===== src/rtl/muldiv_pkg.sv =====
// Shared definitions for the multiply/divide unit: funct codes, FSM states and
// the default datapath width.
package muldiv_pkg;

    localparam int WIDTH_DEF = 32;

    localparam logic [5:0] FN_MFHI  = 6'h10;
    localparam logic [5:0] FN_MTHI  = 6'h11;
    localparam logic [5:0] FN_MFLO  = 6'h12;
    localparam logic [5:0] FN_MTLO  = 6'h13;
    localparam logic [5:0] FN_MULT  = 6'h18;
    localparam logic [5:0] FN_MULTU = 6'h19;
    localparam logic [5:0] FN_DIV   = 6'h1A;
    localparam logic [5:0] FN_DIVU  = 6'h1B;

    typedef enum logic [1:0] {
        ST_IDLE = 2'd0,
        ST_RUN  = 2'd1,
        ST_FIX  = 2'd2
    } state_t;

    // True for every funct code this unit owns (and may therefore stall).
    function automatic logic fn_handled(input logic [5:0] fn);
        case (fn)
            FN_MFHI, FN_MTHI, FN_MFLO, FN_MTLO,
            FN_MULT, FN_MULTU, FN_DIV, FN_DIVU: fn_handled = 1'b1;
            default:                            fn_handled = 1'b0;
        endcase
    endfunction

endpackage


===== src/rtl/muldiv_iter_core.sv =====
// One iteration of the shift-add multiplier or restoring divider.
// acc is the product high half / partial remainder, quo the multiplier / quotient.
module muldiv_iter_core
    import muldiv_pkg::*;
#(
    parameter int WIDTH = WIDTH_DEF
) (
    input  logic             is_div,
    input  logic [WIDTH-1:0] acc,
    input  logic [WIDTH-1:0] quo,
    input  logic [WIDTH-1:0] opd,
    output logic [WIDTH-1:0] acc_next,
    output logic [WIDTH-1:0] quo_next
);

    logic [WIDTH:0] sum_s;
    logic [WIDTH:0] shifted_s;
    logic [WIDTH:0] diff_s;

    assign sum_s     = {1'b0, acc} + (quo[0] ? {1'b0, opd} : {(WIDTH+1){1'b0}});
    assign shifted_s = {acc, quo[WIDTH-1]};
    assign diff_s    = shifted_s - {1'b0, opd};

    // Select the multiply or divide step; a negative trial difference restores.
    always_comb begin
        acc_next = acc;
        quo_next = quo;
        if (is_div) begin
            if (!diff_s[WIDTH]) begin
                acc_next = diff_s[WIDTH-1:0];
                quo_next = {quo[WIDTH-2:0], 1'b1};
            end else begin
                acc_next = shifted_s[WIDTH-1:0];
                quo_next = {quo[WIDTH-2:0], 1'b0};
            end
        end else begin
            acc_next = sum_s[WIDTH:1];
            quo_next = {sum_s[0], quo[WIDTH-1:1]};
        end
    end

endmodule


===== src/rtl/muldiv_controller.sv =====
// Multi-cycle mult/div sequencer beside EX: owns HI/LO, services mf/mt moves
// and stalls the pipeline while an iterative operation is in flight.
module muldiv_controller
    import muldiv_pkg::*;
#(
    parameter int WIDTH = WIDTH_DEF,
    parameter int CNT_W = 6
) (
    input  logic             clk,
    input  logic             rst,
    input  logic             op_valid,
    input  logic [5:0]       funcode,
    input  logic [WIDTH-1:0] rs_val,
    input  logic [WIDTH-1:0] rt_val,
    output logic             stall,
    output logic             busy,
    output logic             done,
    output logic [WIDTH-1:0] hi,
    output logic [WIDTH-1:0] lo
);

    localparam logic [CNT_W-1:0] CNT_LAST = CNT_W'(WIDTH - 1);

    state_t             state_r, state_s;
    logic [CNT_W-1:0]   cnt_r;
    logic [WIDTH-1:0]   acc_r, quo_r, opd_r;
    logic [WIDTH-1:0]   acc_next_s, quo_next_s;
    logic               is_div_r, neg_res_r, neg_rem_r, div0_r;
    logic               start_s, is_div_s, signed_s, mt_hi_s, mt_lo_s;
    logic [WIDTH-1:0]   rs_mag_s, rt_mag_s;
    logic [2*WIDTH-1:0] prod_s;
    logic [WIDTH-1:0]   quo_fix_s, rem_fix_s;

    assign stall = op_valid & busy & fn_handled(funcode);

    // Decode instructions that may be accepted this cycle (idle only).
    always_comb begin
        start_s  = 1'b0;
        is_div_s = 1'b0;
        signed_s = 1'b0;
        mt_hi_s  = 1'b0;
        mt_lo_s  = 1'b0;
        if (op_valid && (state_r == ST_IDLE)) begin
            case (funcode)
                FN_MULT:  begin start_s = 1'b1; signed_s = 1'b1; end
                FN_MULTU: begin start_s = 1'b1; end
                FN_DIV:   begin start_s = 1'b1; is_div_s = 1'b1; signed_s = 1'b1; end
                FN_DIVU:  begin start_s = 1'b1; is_div_s = 1'b1; end
                FN_MTHI:  begin mt_hi_s = 1'b1; end
                FN_MTLO:  begin mt_lo_s = 1'b1; end
                default:  begin start_s = 1'b0; end
            endcase
        end else begin
            start_s = 1'b0;
        end
    end

    assign rs_mag_s = (signed_s && rs_val[WIDTH-1]) ? -rs_val : rs_val;
    assign rt_mag_s = (signed_s && rt_val[WIDTH-1]) ? -rt_val : rt_val;

    // Next-state logic for IDLE -> RUN -> FIX -> IDLE.
    always_comb begin
        state_s = state_r;
        case (state_r)
            ST_IDLE: begin
                if (start_s) state_s = ST_RUN;
                else         state_s = ST_IDLE;
            end
            ST_RUN: begin
                if (cnt_r == CNT_LAST) state_s = ST_FIX;
                else                   state_s = ST_RUN;
            end
            ST_FIX:  state_s = ST_IDLE;
            default: state_s = ST_IDLE;
        endcase
    end

    // State register plus registered busy/done flags.
    always_ff @(posedge clk or posedge rst) begin
        if (rst) begin
            state_r <= ST_IDLE;
            busy    <= 1'b0;
            done    <= 1'b0;
        end else begin
            state_r <= state_s;
            busy    <= (state_s != ST_IDLE);
            done    <= (state_r == ST_FIX);
        end
    end

    muldiv_iter_core #(.WIDTH(WIDTH)) u_core (
        .is_div   (is_div_r),
        .acc      (acc_r),
        .quo      (quo_r),
        .opd      (opd_r),
        .acc_next (acc_next_s),
        .quo_next (quo_next_s)
    );

    // Operand latch at start and one datapath step per RUN cycle.
    // Divide-by-zero keeps the raw dividend so it falls out unchanged as HI.
    always_ff @(posedge clk or posedge rst) begin
        if (rst) begin
            cnt_r     <= '0;
            acc_r     <= '0;
            quo_r     <= '0;
            opd_r     <= '0;
            is_div_r  <= 1'b0;
            neg_res_r <= 1'b0;
            neg_rem_r <= 1'b0;
            div0_r    <= 1'b0;
        end else if (start_s) begin
            cnt_r     <= '0;
            acc_r     <= '0;
            is_div_r  <= is_div_s;
            neg_res_r <= signed_s & (rs_val[WIDTH-1] ^ rt_val[WIDTH-1]);
            neg_rem_r <= signed_s & rs_val[WIDTH-1];
            div0_r    <= is_div_s & (rt_val == '0);
            if (is_div_s) begin
                quo_r <= (rt_val == '0) ? rs_val : rs_mag_s;
                opd_r <= rt_mag_s;
            end else begin
                quo_r <= rt_mag_s;
                opd_r <= rs_mag_s;
            end
        end else if (state_r == ST_RUN) begin
            cnt_r <= cnt_r + CNT_W'(1);
            acc_r <= acc_next_s;
            quo_r <= quo_next_s;
        end
    end

    assign prod_s    = neg_res_r ? -{acc_r, quo_r} : {acc_r, quo_r};
    assign quo_fix_s = (neg_res_r && !div0_r) ? -quo_r : quo_r;
    assign rem_fix_s = (neg_rem_r && !div0_r) ? -acc_r : acc_r;

    // HI/LO: result write in FIX, direct moves only while idle.
    always_ff @(posedge clk or posedge rst) begin
        if (rst) begin
            hi <= '0;
            lo <= '0;
        end else if (state_r == ST_FIX) begin
            if (is_div_r) begin
                hi <= rem_fix_s;
                lo <= quo_fix_s;
            end else begin
                {hi, lo} <= prod_s;
            end
        end else begin
            if (mt_hi_s) hi <= rs_val;
            if (mt_lo_s) lo <= rs_val;
        end
    end

endmodule


===== config.mk =====
export PLATFORM = sky130hd
export DESIGN_NAME = muldiv_controller
export DESIGN_NICKNAME = d
export VERILOG_FILES = /design/src/rtl/muldiv_pkg.sv /design/src/rtl/muldiv_iter_core.sv /design/src/rtl/muldiv_controller.sv
export SDC_FILE = /design/constraint.sdc
export NUM_CORES = 1
export LEC_CHECK = 0
export BUFFER_PORTS_ARGS = -buffer_cell sky130_fd_sc_hd__buf_2
export CORE_MARGIN = 1
export CORE_UTILIZATION = 55
export DETAILED_ROUTE_END_ITERATION = 7
export MAX_ROUTING_LAYER = met4
export PLACE_DENSITY_LB_ADDON = 0.12
export SKIP_LAST_GASP = 1
export SLEW_MARGIN = 20
export SYNTH_ARGS = -nofsm -noshare
export SYNTH_HDL_FRONTEND = slang
export SYNTH_HIERARCHICAL = 1
export SYNTH_SLANG_ARGS = --single-unit

===== constraint.sdc =====
create_clock -name clk -period 12.6 [get_ports clk]
set_input_delay 0.63 -clock clk [delete_from_list [all_inputs] [get_ports clk]]
set_output_delay 0.63 -clock clk [all_outputs]
set_load 0.03 [all_outputs]

== Word level (Yosys, flattened, before mapping) ==
Memory sizes are Yosys's and may differ from the RTL's.
Cells that the tools add are included.
Operators by class
  muxes and demuxes: 39
  add/sub/neg operators: 8
  equal/unequal tests: 9
  bitwise logic cells: 6
  reduce and logical (&&, ||, !) cells: 15
Operator list (number)
  $mux W32: 21
  $neg A32 Y32: 4
  $mux W64: 1
  $neg A64 Y64: 1
  $eq A6 B5 Y1 const B: 7
  $add A32 B33 Y33: 1
  $sub A33 B32 Y33: 1
  $logic_not A32 Y1: 1
  $mux W1: 13
  $mux W6: 2
  $reduce_bool A2 Y1: 4
  $add A6 B1 Y6 const B: 1
  $and A1 B1 Y1: 5
  $logic_and A1 B1 Y1: 5
  $pmux W2 S2: 1
  $reduce_or A2 Y1: 2
  $reduce_or A4 Y1: 1
  $eq A2 B1 Y1 const B: 1
  $eq A2 B2 Y1 const B: 1
  $logic_not A2 Y1: 1
  $mux W2: 1
  $logic_not A1 Y1: 1
  $xor A1 B1 Y1: 1
Word-level totals
  register bits after elaboration: 174
  output and inout port bits: 67
  input port bits: 73
  memories: 1
  logic and storage cells: 91
  memory bits (read-only): 32
Memory list
  (no name shown): words 32, width 1, read ports 1, clocked after memory_dff 0, wr ports 0, line muldiv_pkg.sv:24  | case (fn)

== Depth between registers and ports, before layout ==
Gate-level depths: netlist of the first run.
  word-level depth: 9
  gate-level depth with buffers: 16
  gate-level depth less buffers: 14

== Hierarchy ==
The synthesis of the first run kept the hierarchy.
Modules (own cells, without submodules)
  muldiv_controller: instances 1, area an instance 11497.3 µm², cells an instance 1363, seq. area each 4354.2 µm²
  muldiv_iter_core: instances 1, area an instance 4767.1 µm², cells an instance 694, seq. area each 0.0 µm²

== Least setup slack after synthesis of the first run ==
Ideal clock, no wire load.
  path kind: reg2reg
  start point: reg quo_r[0]
  end point: reg acc_r[31]
  buffers on the path: 1
  clock period less this slack: 3327 ps
  data required time: 12464 ps
  setup time: 136 ps
  arrival: 3191 ps
  cell stages (with the launch flop): 16
  setup slack: 9273 ps
  cells stage by stage: dfrtp_1 clkbuf_1 and2_1 ha_1 fa_1 a211oi_1 o21ai_0 o21ai_0 a2111oi_0 a211oi_1 nor3b_2 o21bai_1 a211oi_1 nor3_1 nand2_1 a21oi_1
Between the ends
  longest elaborated chain between the ends: 5
Ends and longest elaborated chain
  from (decl): line muldiv_controller.sv:26  | logic [WIDTH-1:0] acc_r, quo_r, opd_r;
  from (signal assigned): line muldiv_controller.sv:120  | quo_r <= (rt_val == '0) ? rs_val : rs_mag_s;
  from (signal assigned): line muldiv_controller.sv:123  | quo_r <= rt_mag_s;
  from (signal assigned): line muldiv_controller.sv:129  | quo_r <= quo_next_s;
  $mux W32: line muldiv_iter_core.sv:20  | assign sum_s = {1'b0, acc} + (quo[0] ? {1'b0, opd} : {(WIDTH+1){1'b0}});
  $add A32 B33 Y33: line muldiv_iter_core.sv:20
  $mux W32: line muldiv_iter_core.sv:28  | if (is_div) begin
  via acc_next_s[31]: line muldiv_controller.sv:27  | logic [WIDTH-1:0] acc_next_s, quo_next_s;
  $mux W32: line muldiv_controller.sv:126  | end else if (state_r == ST_RUN) begin
  $mux W32: line muldiv_controller.sv:112  | end else if (start_s) begin
  to (signal assigned): line muldiv_controller.sv:128  | acc_r <= acc_next_s;
  to (decl): line muldiv_controller.sv:26
The timed path passes the listed nets, and every way through them passes these cells. The select of a mux whose other input is x is not followed.
A chain may end at the register's enable or synchronous reset.

== Final worst setup path of the first run ==
Ends and elaborated chain as after synthesis.

==> impl_metrics.py, run 1 <==
metrics = {
    "synth": {
        "synth_edf_count": 0,
        "synthTopCellsByCount": "nand2_1 (252), a21oi_1 (177), dfrtp_1 (174)",
        "ys_ff_latch": 174,
        "synth.most_common_cell": "nand2_1",
        "ys_warn_count": 6,
        "synth_top_area_share": 0.268,
        "ys_async_sr_fraction": 1.00,
        "synth-main-ff-cell": "dfrtp_1",
        "ys_seq_area_frac": 0.268,
        "syn_avg_cell_area_um2": 7.91,
        "yosysTopAreaCell": "dfrtp_1",
        "ys_types": 89,
        "syn_area_um2": 16300,
        "syn_inst": 2057,
        "synth_nets": 2201,
        "yosys-top-cells-area": "dfrtp_1 (27%), xnor2_1 (6.4%), nand2_1 (5.8%)",
    },
    "power": {
        "total_power_mw": 3.68,
        "vdd_drop_max_v": 0.000174,
        "switchingPower_mw": 1.79,
        "leakage_nw": 7.42,
        "intPower_mw": 1.89,
        "p_sw_frac": 0.487,
        "power_frac_comb": 0.575,
        "sequentialPowerShare": 0.273,
        "p_clk_frac": 0.152,
        "powerDensity_nw_per_um2": 209,
    },
    "clocking": {
        "clk-insertion-delay-late_ns": 0.45,
        "htree_num_levels": 4,
        "path_clk_slew_ns": 0.07,
        "cts_tree": "built",
        "cts.sinks": 174,
        "holdBufCountCts": 0,
        "cts_resized": 0,
        "clock_path_buffers": 2,
        "clock-root-buffer": "clkbuf_16",
        "post_cts_buffers": 0,
        "numCtsBuffers": 17,
    },
    "sta": {
        "grt_setup_unrepaired": "no",
        "fin_skew_ns": 0.00933,
        "setup_viol": 0,
        "max_freq_ghz": 0.238,
        "fin_hold_ws_ns": 0.295,
        "hold_violations": 0,
        "tightest_slew_ns": 1.12,
        "tns_ns": 0,
        "finalCritPeriodShare": 0.334,
        "fin_crit_ns": 4.21,
        "slew_violations": 0,
        "maxSlewHeadroom": 0.253,
    },
    "global_routing": {
        "grt_max_degree": 106,
        "grt_pass1_wl_um": 89000,
        "antenna_found_initial": 2,
        "grtUsageTotal": 0.396,
        "grt_pass1_vias": 15157,
        "overflow": 0,
    },
    "detailed_routing": {
        "wl_um": 58700,
        "highest_layer": "met4",
        "wl_met2_um": 26200,
        "vias_per_cell": 6.59,
        "ant_nets": 0,
        "routedWlPerCell_um": 23.6,
        "drt_iter0_drc": 1920,
        "wl_met1_um": 24100,
        "drc": 0,
        "vias": 16396,
        "drtPass1Iterations": 6,
        "wl_met3_um": 4920,
    },
    "finish": {
        "fin_util": 0.609,
        "regArea_um2": 4360,
        "stdcell_area_um2": 17600,
        "multi_input_area_um2": 11100,
        "final_nets": 2234,
        "drive_gt1_frac": 0.133,
        "n_fill_cell": 2693,
        "area_growth_pct": 8.42,
    },
    "setup_path": {
        "cp.arrival_ns": 4.53,
        "cp.required_ns": 12.92,
        "cp-start-kind": "flip-flop",
        "worstSetupEndpointType": "flip-flop",
        "cp_max_fo": 32,
        "crit_type": "reg -> reg",
    },
    "worst_hold_path": {
        "min-delay-path-class": "in -> async",
    },
    "die": {
        "coreArea_um2": 28900,
        "die-area_um2": 30300,
        "ioPinCount": 140,
        "std_cell_rows": 62,
        "die_x_um": 174,
        "start_util": 0.562,
        "die_h_um": 174,
    },
    "placed_design": {
        "routabilityCongestion": 1.01,
        "hpwl_um": 43200,
        "place_area_um2": 17000,
        "portBuffers": 139,
    },
    "outcome": {
        "status": "finished clean",
    },
    "flow_run": {
        "cap_viol_max_count": 0,
    },
}
-- logic make-up (layout without fill, tap and decap cells) --
family / count (synthesis) / count (layout) / share of synthesized area
muxes: 118 / 118 / 0.0776
adders and majority gates: 71 / 71 / 0.0555
buffers and inverters: 206 / 252 / 0.0506
AOI/OAI and AO/OA: 603 / 603 / 0.235
xor gates and xnor gates: 192 / 192 / 0.104
other: 0 / 1 / 0
and+or+nand+nor: 693 / 693 / 0.209
DFF: 174 / 174 / 0.268
-- power groups by stage --
stage	Combinational [mW]	Clock [mW]	Sequential, mW
2_1_floorplan	1.66	0	0.873
3_3_place_gp	2.04	0	0.995
3_5_place_dp	2.07	0	1.00
4_1_cts	2.08	0.563	0.990
5_1_grt	2.32	0.585	1.01
6_report	2.11	0.560	1.00
-- area by class of cell --
| class | count | area share |
|---|---|---|
| diodes | 1 | 0.000142 |
| clock buffers | 20 | 0.0259 |
| clock inverters | 12 | 0.00844 |
| inverters | 67 | 0.0147 |
| multi-input cells | 1677 | 0.631 |
| flip-flops and latches | 174 | 0.247 |
| well taps | 384 | 0.0272 |
| repair buffers | 153 | 0.0454 |
-- layout by cell type, fill, tap and decap left out, types with 13 or more instances in the layout --
| cell type | synthesis | layout |
|---|---|---|
| and2_1 | 39 | 39 |
| buf_2 | 12 | 139 |
| and3_1 | 19 | 18 |
| nand3_1 | 30 | 29 |
| o21ai_0 | 136 | 136 |
| a31oi_1 | 27 | 27 |
| nor2_1 | 131 | 129 |
| o31ai_1 | 23 | 23 |
| xor2_1 | 72 | 72 |
| xnor2_1 | 119 | 119 |
| nand4_1 | 21 | 21 |
| a22oi_1 | 19 | 19 |
| inv_1 | 64 | 63 |
| nand2_1 | 252 | 251 |
| o22ai_1 | 13 | 13 |
| o21ai_1 | 21 | 21 |
| dfrtp_1 | 174 | 173 |
| nand2b_1 | 16 | 14 |
| nor3_1 | 51 | 51 |
| nor2b_1 | 30 | 29 |
| clkbuf_16 | 0 | 17 |
| buf_4 | 1 | 14 |
| o221ai_1 | 21 | 21 |
| or4_1 | 16 | 16 |
| a211oi_1 | 38 | 38 |
| ha_1 | 69 | 69 |
| o21a_1 | 16 | 16 |
| mux2_2 | 61 | 61 |
| or3_1 | 20 | 20 |
| nor4_1 | 27 | 27 |
| a21oi_1 | 177 | 177 |
| a21o_1 | 16 | 16 |
| mux2i_1 | 56 | 56 |
-- state kept, by name (all words and copies together) (netlist names) --
register and cells:
opd_r 32, acc_r 32, state_r 2, busy 1, done 1, quo_r 32
neg_res_r 1, neg_rem_r 1, cnt_r 6, lo 32, div0_r 1, is_div_r 1
hi 32
-- worst max-delay path, stage by stage (launching register included) --
cell and delay (ns):
dfrtp_1 0.47, buf_4 0.27, and2_1 0.18, ha_1 0.22
fa_1 0.43, a211oi_1 0.43, o21ai_0 0.16, o21ai_0 0.29
a2111oi_0 0.25, a211oi_1 0.48, nor3b_2 0.29, o21bai_1 0.10
a211oi_1 0.27, nor3_1 0.09, nand2_1 0.06, a21oi_1 0.07
-- path summary, 6_finish.rpt --
path | start | to | slack (ns) | cells after the start
setup / recovery | quo_r[0] | acc_r[31] | 8.39 | 15
hold / removal | rst | cnt_r[5] | 0.29 | 2
setup reg to reg | quo_r[0] | acc_r[31] | 8.39 | 15
hold reg to reg | cnt_r[5] | state_r[1] | 0.48 | 1
max in group asynchronous | rst | hi[7] | 10.74 | 3
min in group clk | cnt_r[5] | state_r[1] | 0.48 | 1
-- per-layer routing --
layer | global-route usage | vias up
li1 | - | 7544
met1 | 0.516 | 7858
met2 | 0.586 | 822
met3 | 0.0630 | 172
met4 | 0.220 | 0
met5 | - | -
-- metrics by stage --
| stage | worst slack [ns] | std cells |
|---|---|---|
| global route | 8.24 | 2488 |
| floorplan | 7.25 | 2057 |
| global placement | 8.65 | 2455 |
| finish | 8.39 | 2488 |
| detailed placement | 8.52 | 2455 |
| CTS | 8.50 | 2487 |
(Power assumes the default switching activity.)
==> run 2, diff against run 1 <==
==> constraint.sdc (replaced) <==
create_clock -name clk -period 3.6 [get_ports clk]
set_input_delay 0.18 -clock clk [delete_from_list [all_inputs] [get_ports clk]]
set_output_delay 0.18 -clock clk [all_outputs]
set_load 0.03 [all_outputs]
==> run 2 against run 1 <==
  * Largest cell class unchanged
  * Worst setup slack worse by 8.2 ns
  * Sequential power rose to 3.1 times the previous value
  * Critical path depth stayed put
  * Register-to-register slack worse by 8.2 ns
  * First-iteration DRC count increased by 0.16%
  * Cell area grew 3.5%
  * Clock skew hardly changed
  * Non-clock buffer count grew 78
  * Final cell count increased by 3.1%
  * Global-route usage grew 1.4 points
  * Sequential cell count did not move
==> impl_metrics.py, run 2 (synthesized netlist as in run 1, its figures left out) <==
metrics = {
    "outcome": {
        "status": "finished clean",
    },
    "placed_design": {
        "placed_cells": 2531,
        "place_area_um2": 17600,
        "routabilityCongestion": 1.05,
        "hpwl_um": 45800,
        "pre_cts_ws_ns": 0.175,
        "portBuffers": 139,
    },
    "sta": {
        "hold_violations": 0,
        "fin_skew_ns": 0.00912,
        "tns_ns": 0,
        "grt_setup_unrepaired": "no",
        "finalCritPeriodShare": 0.947,
        "worst_slack_ns": 0.189,
        "maxSlewHeadroom": 0.309,
        "fin_crit_ns": 3.41,
        "slew_violations": 0,
        "tightest_slew_ns": 1.03,
        "setup_viol": 0,
        "max_freq_ghz": 0.293,
    },
    "clocking": {
        "cts_tree": "built",
        "clock-root-buffer": "clkbuf_16",
        "clk-insertion-delay-late_ns": 0.44,
        "cts.sinks": 174,
        "htree_num_levels": 4,
        "clock_path_buffers": 2,
        "path_clk_slew_ns": 0.08,
        "numCtsBuffers": 17,
    },
    "setup_path": {
        "cp-endpoint": "acc_r[19]",
        "crit_start": "quo_r[0]",
        "cp_cell_sequence": "and2_1 -> ha_1 -> fa_1 -> a211oi_1 -> o21ai_0 -> o21ai_0 -> buf_4 -> a21oi_1 -> o21ai_0 -> a311o_1 -> xnor2_1 -> nor2_1 -> a21oi_1 -> nand2_1 -> a21oi_1",
        "cp.arrival_ns": 3.78,
        "worstRegToRegCells": 15,
        "worstSetupEndpointType": "flip-flop",
        "reg2reg_setup_slack_ns": 0.19,
        "cp_max_fo": 4,
        "critPathMaxStageDelay_ns": 0.43,
        "cp.required_ns": 3.97,
        "rr_startpoint": "quo_r[0]",
        "cpMaxStageDelayCell": "fa_1",
        "r2r-end": "acc_r[19]",
        "crit_type": "reg -> reg",
        "cp-start-kind": "flip-flop",
    },
    "die": {
        "std_cell_rows": 62,
        "die-area_um2": 30300,
        "die_x_um": 174,
        "ioPinCount": 140,
        "die_h_um": 174,
        "coreArea_um2": 28900,
        "start_util": 0.562,
    },
    "finish": {
        "final_cell_mix": "nand2_1 (252), a21oi_1 (177), dfrtp_1 (173), buf_2 (139), o21ai_0 (135)",
        "stdcell_area_um2": 18300,
        "drive_gt1_frac": 0.164,
        "area_growth_pct": 12.2,
        "stdcell_count": 2566,
        "layout_commonest_cell": "nand2_1",
        "n_fill_cell": 2679,
        "final_nets": 2312,
    },
    "global_routing": {
        "grt_max_degree": 55,
        "overflow": 0,
        "antenna_found_initial": 2,
        "grt_pass1_wl_um": 92100,
        "grtUsageTotal": 0.410,
        "grt_pass1_vias": 15710,
    },
    "power": {
        "sequentialPowerShare": 0.229,
        "switchingPower_mw": 6.56,
        "powerDensity_nw_per_um2": 740,
        "p_clk_frac": 0.144,
        "leakage_nw": 7.81,
        "intPower_mw": 6.94,
        "p_sw_frac": 0.486,
        "total_power_mw": 13.5,
        "vdd_drop_max_v": 0.000408,
        "power_frac_comb": 0.627,
    },
    "detailed_routing": {
        "drc": 0,
        "drt_iter0_drc": 1923,
        "vias_per_cell": 6.57,
        "ant_nets": 0,
        "drtPass1Iterations": 6,
        "routedWlPerCell_um": 23.6,
        "vias": 16866,
        "wl_um": 60600,
    },
    "worst_hold_path": {
        "min-delay-path-class": "in -> reg",
    },
    "flow_run": {
        "cap_viol_max_count": 0,
    },
}
## run 2: cell types whose count changed in the layout (fill, tap and decap cells not counted), sizes merged
cell and delta:
clkinvlp +2, dlygate4sd3 +1, clkbuf -3, buf +77, inv +2, bufinv -1
## run 2: final cells by class
type,instances,area (um2),share of cell area
tap,384,480,0.0263
inverter,67,255,0.0140
clock buffer,17,425,0.0233
timing repair buffer,231,1410,0.0775
clock inverter,15,166,0.00912
antenna,1,2.50,0.000137
multi-input combinational,1677,11200,0.611
sequential,174,4360,0.239
## run 2: power by group through the flow
stage | combinational (mW) | sequential (mW) | clock, mW
2_1_floorplan | 5.80 | 3.06 | 0
3_3_place_gp | 8.13 | 3.09 | 0
3_5_place_dp | 8.22 | 3.10 | 0
4_1_cts | 8.28 | 3.07 | 1.95
5_1_grt | 9.19 | 3.14 | 2.03
6_report | 8.47 | 3.10 | 1.94
## run 2: metal layers
| layer | up-vias | GRT usage | wire length, um |
|---|---|---|---|
| met5 | - | - | 0 |
| met4 | 0 | 0.221 | 3600 |
| met3 | 185 | 0.0636 | 5110 |
| met2 | 890 | 0.620 | 27000 |
| met1 | 8097 | 0.527 | 24900 |
| li1 | 7694 | - | - |
## run 2: worst max-delay path, delay by kind of cell (launching register included)
kind                       cells  cell delay (ns)
adders and majority gates      2             0.65
DFF                            1             0.42
and+or+nand+nor                3             0.28
buffers and inverters          1             0.21
xor gates and xnor gates       1             0.13
AOI/OAI and AO/OA              8             1.67
## run 2: how the worst min path moves through the flow
stage | start | endpoint | slack [ns] | depth (start not counted)
floorplan | funcode[0] | neg_res_r | 0.28 | 1
global placement | rst | cnt_r[3] | 0.29 | 2
detailed placement | rst | cnt_r[4] | 0.29 | 2
CTS | funcode[0] | neg_res_r | 0.02 | 2
global route | funcode[0] | neg_res_r | 0.04 | 2
finish | funcode[0] | neg_res_r | 0.04 | 2
## run 2: repair_timing
action                                 4_1_cts  5_1_grt
setup endpoints to repair                    0       12
endpoints found under the hold margin       24        0
resized for setup                            0        6
buffers inserted                             0        1
hold buffers                                 1        0
## run 2: stage by stage
stage | util | hold WS [ns]
after floorplan | - | 0.276
after global placement | 0.609 | 0.288
after detailed placement | 0.609 | 0.287
after CTS | 0.629 | 0.0183
after global routing | 0.631 | 0.0436
final | 0.631 | 0.0382
